`config.mk`:
```
export PLATFORM = sky130hd
export DESIGN_NAME = cv32e40x_rf_scoreboard
export DESIGN_NICKNAME = d
export VERILOG_FILES = /design/src/rtl/cv32e40x_rf_scoreboard.sv
export SDC_FILE = /design/constraint.sdc
export NUM_CORES = 1
export LEC_CHECK = 0
export ABC_CLOCK_PERIOD_IN_PS = 4100
export CORE_MARGIN = 2
export CORE_UTILIZATION = 55
export DETAILED_ROUTE_END_ITERATION = 8
export PLACE_DENSITY = 0.77
export SYNTH_ARGS = -nofsm -noshare
export SYNTH_HDL_FRONTEND = slang
export SYNTH_SLANG_ARGS = --single-unit
```
`constraint.sdc`:
```
create_clock -name clk -period 4.1 [get_ports clk]
set_input_delay 0.82 -clock clk [delete_from_list [all_inputs] [get_ports clk]]
set_output_delay 0.82 -clock clk [all_outputs]
set_load 0.01 [all_outputs]
```
`src/rtl/cv32e40x_rf_scoreboard.sv`:
```
// Register-file hazard scoreboard: per-register pending-write counters plus a global
// total, producing RAW, WAW and capacity stalls for the ID stage.
module cv32e40x_rf_scoreboard #(
  parameter int REGFILE_NUM_READ_PORTS = 2,
  parameter int MAX_PER_REG            = 3,
  parameter int MAX_TOTAL              = 4,
  parameter int WB_BYPASS              = 1,
  localparam int CNT_W = $clog2(MAX_PER_REG + 1),
  localparam int TOT_W = $clog2(MAX_TOTAL + 1)
) (
  input  logic                                clk,
  input  logic                                rst_n,
  input  logic                                issue_fire_i,
  input  logic                                issue_we_i,
  input  logic [4:0]                          issue_waddr_i,
  input  logic [REGFILE_NUM_READ_PORTS-1:0]   rf_re_i,
  input  logic [5*REGFILE_NUM_READ_PORTS-1:0] rf_raddr_i,
  input  logic                                id_we_i,
  input  logic [4:0]                          id_waddr_i,
  input  logic                                retire_valid_i,
  input  logic [4:0]                          retire_waddr_i,
  input  logic                                flush_i,
  output logic [REGFILE_NUM_READ_PORTS-1:0]   raw_stall_port_o,
  output logic                                stall_o,
  output logic [TOT_W-1:0]                    outstanding_o,
  output logic                                busy_o,
  output logic                                underflow_err_o
);

  localparam logic [CNT_W-1:0] CNT_MAX = CNT_W'(MAX_PER_REG);
  localparam logic [TOT_W-1:0] TOT_MAX = TOT_W'(MAX_TOTAL);

  logic [CNT_W-1:0]                  r_cnt [32];
  logic [TOT_W-1:0]                  r_total;
  logic                              r_underflow;

  logic                              w_issueEv;
  logic                              w_retireEv;
  logic                              w_sameReg;
  logic                              w_issueAcc;
  logic                              w_retireAcc;
  logic                              w_underflow;
  logic                              w_wawStall;
  logic                              w_capStall;
  logic [REGFILE_NUM_READ_PORTS-1:0] w_raw;

  assign w_issueEv  = issue_fire_i & issue_we_i & (issue_waddr_i != 5'd0);
  assign w_retireEv = retire_valid_i & (retire_waddr_i != 5'd0);
  assign w_sameReg  = w_issueEv & w_retireEv & (issue_waddr_i == retire_waddr_i);

  // An issue into a saturated counter (or full total) is dropped so the counters never wrap.
  assign w_issueAcc  = w_issueEv & ~w_sameReg & (r_cnt[issue_waddr_i] != CNT_MAX) &
                       (r_total != TOT_MAX);
  assign w_retireAcc = w_retireEv & ~w_sameReg & (r_cnt[retire_waddr_i] != '0);
  assign w_underflow = w_retireEv & ~w_sameReg & (r_cnt[retire_waddr_i] == '0);

  always_ff @(posedge clk) begin
    if (!rst_n) begin
      for (int i = 0; i < 32; i++) begin
        r_cnt[i] <= '0;
      end
      r_total     <= '0;
      r_underflow <= 1'b0;
    end else if (flush_i) begin
      for (int i = 0; i < 32; i++) begin
        r_cnt[i] <= '0;
      end
      r_total <= '0;
    end else begin
      for (int i = 1; i < 32; i++) begin
        if (w_issueAcc && (issue_waddr_i == 5'(i))) begin
          r_cnt[i] <= r_cnt[i] + 1'b1;
        end else if (w_retireAcc && (retire_waddr_i == 5'(i))) begin
          r_cnt[i] <= r_cnt[i] - 1'b1;
        end
      end
      r_total <= r_total + TOT_W'(w_issueAcc) - TOT_W'(w_retireAcc);
      if (w_underflow) begin
        r_underflow <= 1'b1;
      end
    end
  end

  // A retire of the last pending write forwards from WB, so the reader need not wait.
  always_comb begin
    w_raw = '0;
    for (int k = 0; k < REGFILE_NUM_READ_PORTS; k++) begin
      if (rf_re_i[k] && (rf_raddr_i[5*k +: 5] != 5'd0) && (r_cnt[rf_raddr_i[5*k +: 5]] != '0)) begin
        w_raw[k] = 1'b1;
        if ((WB_BYPASS != 0) && w_retireEv && (retire_waddr_i == rf_raddr_i[5*k +: 5]) &&
            (r_cnt[rf_raddr_i[5*k +: 5]] == CNT_W'(1))) begin
          w_raw[k] = 1'b0;
        end
      end
    end
  end

  assign w_wawStall = id_we_i & (id_waddr_i != 5'd0) & (r_cnt[id_waddr_i] == CNT_MAX);
  assign w_capStall = id_we_i & (id_waddr_i != 5'd0) & (r_total == TOT_MAX);

  assign raw_stall_port_o = w_raw;
  assign stall_o          = (|w_raw) | w_wawStall | w_capStall;
  assign outstanding_o    = r_total;
  assign busy_o           = (r_total != '0);
  assign underflow_err_o  = r_underflow;

endmodule

```
Word-level counts from Yosys, hierarchy flattened

Memory sizes are Yosys's and may differ from the RTL's.
Cells that the tools add are included.
W data, S select, Z words.

Reduce and logical (&&, ||, !) cells: 83
Bitwise operators: 113
Muxes and demuxes: 381
$add $sub $neg: 64
Equal/unequal tests: 71

Operators by type and width:

| kind                  | number |
|---|---|
| $mux W1               | 287 |
| $mux W2               | 94 |
| $eq A5 B5 Y1 const B  | 32 |
| $or A1 B1 Y1          | 96 |
| $eq A5 B4 Y1 const B  | 16 |
| $logic_and A1 B1 Y1   | 70 |
| $add A2 B1 Y2 const B | 31 |
| $sub A2 B1 Y2 const B | 31 |
| $eq A5 B3 Y1 const B  | 8 |
| $reduce_bool A5 Y1    | 5 |
| $eq A5 B2 Y1 const B  | 4 |
| $eq A5 B5 Y1          | 3 |
| $and A1 B1 Y1         | 14 |
| $eq A5 B1 Y1 const B  | 2 |
| $reduce_bool A2 Y1    | 3 |
| $eq A2 B1 Y1 const B  | 2 |
| $reduce_or A2 Y1      | 2 |
| $add A3 B1 Y3         | 1 |
| $eq A3 B3 Y1 const B  | 1 |
| $ne A3 B3 Y1 const B  | 1 |
| $not A1 Y1            | 3 |
| $reduce_bool A3 Y1    | 1 |
| $sub A3 B1 Y3         | 1 |
| $eq A2 B2 Y1 const B  | 1 |
| other kinds (3)       | 3 |

Output and inout bits: 8
Bits of input ports: 34
RAM bits: 64
Bits in registers: 4
Memories kept: 1

Memories:

| name  | depth | bits a word | rd ports | clocked after Yosys merged registers in | write ports | line | text |
|---|---|---|---|---|---|---|---|
| r_cnt | 32    | 2           | 36       | 0                                       | 32          | 33   | `logic [CNT_W-1:0] r_cnt [32];` |

Depth between registers and ports, before layout

Word-level depth: 15
Depth in mapped cells: 17

Worst setup path after synthesis

Ideal clock, no wire load.

Kind: input to output
Start point: input port rf_raddr_i[5]
End point: output port stall_o
Slack: 0.336 ns
Stages on the path: 8
Required time: 3.280 ns
Arrival time: 2.944 ns
Buffers on the path: 2
Cell sequence: buf_2 > buf_2 > mux4_2 > o22ai_1 > nor2_1 > o2111ai_1 > o31ai_1 > or4_1

Word-level cells in the longest chain between the ends: 8

Ends and longest elaborated chain:

| item                                                | line   | text |
|---|---|---|
| from (decl)                                         | 17     | `input logic [5*REGFILE_NUM_READ_PORTS-1:0] rf_raddr_i,` |
| $mem_v2 Z32 W2 or $eq A5 B5 Y1 (tied branches)      | n/a    |  |
| $eq A2 B1 Y1 or $logic_and A1 B1 Y1 (tied branches) | 91, 90 |  |
| $logic_and A1 B1 Y1                                 | 90     | `if ((WB_BYPASS != 0) && w_retireEv && (retire_waddr_i == rf_raddr_i[5*k +: 5]) &&` |
| $mux W1                                             | 90     |  |
| $mux W1 *                                           | 88     | `if (rf_re_i[k] && (rf_raddr_i[5*k +: 5] != 5'd0) && (r_cnt[rf_raddr_i[5*k +: 5]] != '0)) begin` |
| via raw_stall_port_o[1]                             | 23     | `output logic [REGFILE_NUM_READ_PORTS-1:0] raw_stall_port_o,` |
| $reduce_or A2 Y1 *                                  | 102    | `assign stall_o = (\|w_raw) \| w_wawStall \| w_capStall;` |
| $or A1 B1 Y1 * (2 in a row)                         | 102    |  |
| to (decl)                                           | 24     | `output logic stall_o,` |

The timed path passes the listed nets; every way through them passes the cells marked *.

Worst setup path in the final report

Start point: input port retire_waddr_i[1]
End point: output port raw_stall_port_o[0]

Word-level cells in the longest chain between the ends: 6

Ends and longest elaborated chain:

| item                               | line | text |
|---|---|---|
| from (decl)                        | 21   | `input logic [4:0] retire_waddr_i,` |
| $reduce_bool A5 Y1                 | 48   | `assign w_retireEv = retire_valid_i & (retire_waddr_i != 5'd0);` |
| $and A1 B1 Y1                      | 48   |  |
| $logic_and A1 B1 Y1 * (2 in a row) | 90   |  |
| $mux W1 *                          | 90   |  |
| $mux W1 *                          | 88   |  |
| to (decl)                          | 23   |  |

Mark *: on every way between the ends. The rest lies on a longest branch, timed or not.

==> impl_results.md <==
* Clk_skew at 0.00686 ns
* Final Non-Filler Cells at 967
* Cell count after synthesis at 705
* Most frequent cell after synthesis: nand3_1
* Family with the most delay on the worst path: compound AO/OA/AOI/OAI gates
* Critical path cell sequence: clkdlybuf4s50_1, or2_2, o31ai_2, nor4_4, a2111oi_4, a31o_1, buf_4, buf_4, buf_4, clkdlybuf4s15_1
* Core outline area at 11,400 sq um
* Post-DR wirelength/cell at 26.6 um
* H-Tree Depth at 3
* Setup crit start: retire_waddr_i[1]
* P_leak at 2.87 nW
* Dpl ws at -0.687 ns
* Leading post-synthesis cells by cell area: edfxtp_1, mux4_2, nand3_1
* IO Port Bufs at 41
* Overflow left after global routing at 0
* Max transition margin at 0.539
* Worst Setup End Kind: output port
* Initial antenna violation count at 1
* ANT cells at 0
* Dpl cell area at 7540 sq um
* Slowest CP cell: o31ai_2
* Capture point of the worst reg-to-reg path: outstanding_o[2]
* VDD IR max at 263 uV
* CP dominant cell by count: buf_4
* Inserted Clock Buffers at 9
* Worst-path clk slew at 0.06 ns
* Total wire length at 25,700 um
* Detail Placement HPWL at 19,300 um
* Worst Hold Class: reg2reg
* Initial DRC count at 1,192
* CTS tree: yes
* Run status: finished, final reports clean
* Routed wl met2 at 10,900 um
* Slew @ Worst Pin at 0.682 ns
* CP Depth at 10
* Remaining DRCs at 0
* M1 WL at 9480 um
* Share of cells above drive strength 1 at 0.243
* Synth Register Bits at 66
* Post-synth top area share at 0.292
* Crit path arrival time at 3.24 ns
* R2R Setup Slk at 0.58 ns
* Library cells used by synthesis at 60
* Crit Path Max Fanout at 2
* Root Buffer: clkbuf_16
* Cts hold-fix bufs at 0
* Yosys warnings at 0
* Pwr dens at 267 nW/um^2
* Initial Util at 0.561
* Post-DR vias/cell at 7.19
* Global-route wire length before repair at 39,400 um
* FF-to-FF path depth at 13
* # setup viols final at 0
* Worst setup margin at 0.0428 ns
* Crit Path Category: in2out
* Post-Place Cells at 933
* Syn nets at 742
* Final instance area at 8070 sq um
* Fmax at 0.246 GHz
* Worst r2r src: r_cnt[26][0]
* Leading area contributor after synthesis: edfxtp_1
* Filler cells at 889
* Die W at 112 um
* Clock tree sinks at 66
* Max incr delay on CP at 0.46 ns
* Die Footprint at 12,500 sq um
* Min cycle time layout at 4.06 ns
* Slew Viols, Final at 0
* Synth-to-Final Area Change at 26.4%
* Max-Cap Viols at 0
* Post-synthesis cell area at 6380 sq um
* Synth cell count leaders: nand3_1, nand2_1, edfxtp_1, nor3_1, a21oi_1
* Routability cong. at 1.09
* Critical Path Source Type: primary input
* Worst EP required at 3.28 ns
* RSZ-0062 raised after global routing: no
* # nets final at 856
* Worst skew pair latency at 0.33 ns
* CP endpoint: raw_stall_port_o[0]
* Io pins at 42
* Pin count of the biggest net entering global routing at 29
* Global-route usage over all layers at 0.415
* Post-synth EDFFs at 62
* Fin crit share at 0.990
* Metal3 WL at 4040 um
* Hold Vio Cnt, Final at 0
* Number of global-route vias before repair at 6,811
* Uppermost routed layer: met5
* Dominant synthesized flop cell: edfxtp_1
* Via count at 6,948
* Die Ht at 112 um
* DRT antenna net count at 0
* DR pass1 iterations at 7
* Sequential-to-total area share from yosys stat at 0.304
* Syn_area_per_cell at 9.05 sq um
* Rows at 39
* Clk buf depth at 2
* Fraction of registers with async set/reset at 0
* Buf/Inv on CP at 5
* Power Total at 0.00216 W
==> layer usage <==
layer | vias up | track usage
met4 | 2 | 0.197
li1 | 2975 | -
met2 | 590 | 0.596
met3 | 115 | 0.146
met1 | 3266 | 0.562
met5 | - | 0.0314
==> timing repair <==
action	4_1_cts	5_1_grt
pin swaps	7	8
endpoints found under the setup margin	3	2
gates cloned	1	0
endpoints found under the hold margin	0	0
gates resized for setup	30	16
setup buffers	10	8
==> power by group <==
part / internal, W / switching (W)
logic: 0.000275 / 0.000310
registers: 0.000768 / 0.0000629
clock network: 0.000466 / 0.000274
==> stage by stage <==
step / setup TNS [ns] / util / hold WS, ns
6_report: 0 / 0.709 / 0.496
5_1_grt: 0 / 0.709 / 0.543
4_1_cts: 0 / 0.702 / 0.493
3_5_place_dp: -1.36 / 0.663 / 0.480
3_3_place_gp: -1.21 / 0.663 / 0.474
2_1_floorplan: 0 / - / 0.522
==> worst min-delay path by stage <==
stage / from / slack (ns) / to / cells after the start
global placement: underflow_err_o / 0.47 / underflow_err_o / 1
global route: underflow_err_o / 0.54 / underflow_err_o / 1
finish: underflow_err_o / 0.50 / underflow_err_o / 1
detailed placement: underflow_err_o / 0.48 / underflow_err_o / 1
floorplan: underflow_err_o / 0.52 / underflow_err_o / 1
CTS: underflow_err_o / 0.49 / underflow_err_o / 1
==> worst register-to-register path: cells and delay by family, from the launching register on <==
| kind | cells | cell delay, ns |
|---|---|---|
| multiplexers | 3 | 1.38 |
| adder cells (fa/ha/maj) | 3 | 0.73 |
| flip-flops | 1 | 0.55 |
| XOR/XNOR | 2 | 0.32 |
| AND/OR/NAND/NOR | 3 | 0.31 |
| buffers and inverters | 2 | 0.11 |
==> flip-flops by register name, summed over array words and instances (netlist names) <==
| register | count |
|---|---|
| r_cnt | 62 |
| outstanding_o | 3 |
| underflow_err_o | 1 |
==> kinds of logic (layout without fill, tap and decap cells) <==
logic type / count (synthesis) / count (layout) / synth area share
muxes: 60 / 60 / 0.180
and+or+nand+nor: 320 / 320 / 0.253
adders and majority gates: 3 / 3 / 0.00706
DFF: 66 / 66 / 0.304
buffers and inverters: 71 / 190 / 0.0472
AOI/OAI and AO/OA: 137 / 137 / 0.143
xor gates and xnor gates: 48 / 48 / 0.0659
==> cell type report <==
class	count	area, sq um	share of cell area
Clock buffer	12	236	0.0293
Clock inverter	4	42.5	0.00527
Inverter	12	45.0	0.00558
Multi-Input combinational cell	568	4230	0.524
Sequential cell	66	1940	0.241
Tap cell	143	179	0.0222
Timing Repair Buffer	162	1390	0.173
==> cell usage in the layout (no fill, tap or decap), types with 11 or more instances in the layout <==
cell type and instances:
clkdlybuf4s50_1 31, edfxtp_1 62, nor3_1 49, nor2_1 29
o21ai_0 32, nand2_1 65, xor2_1 14, nor2b_1 11
a21oi_1 36, buf_4 112, inv_1 11, nand4_1 22
xnor2_1 34, mux2i_1 13, mux4_2 39, nand3_1 87
No activity file was read; power rests on OpenSTA's default activity.
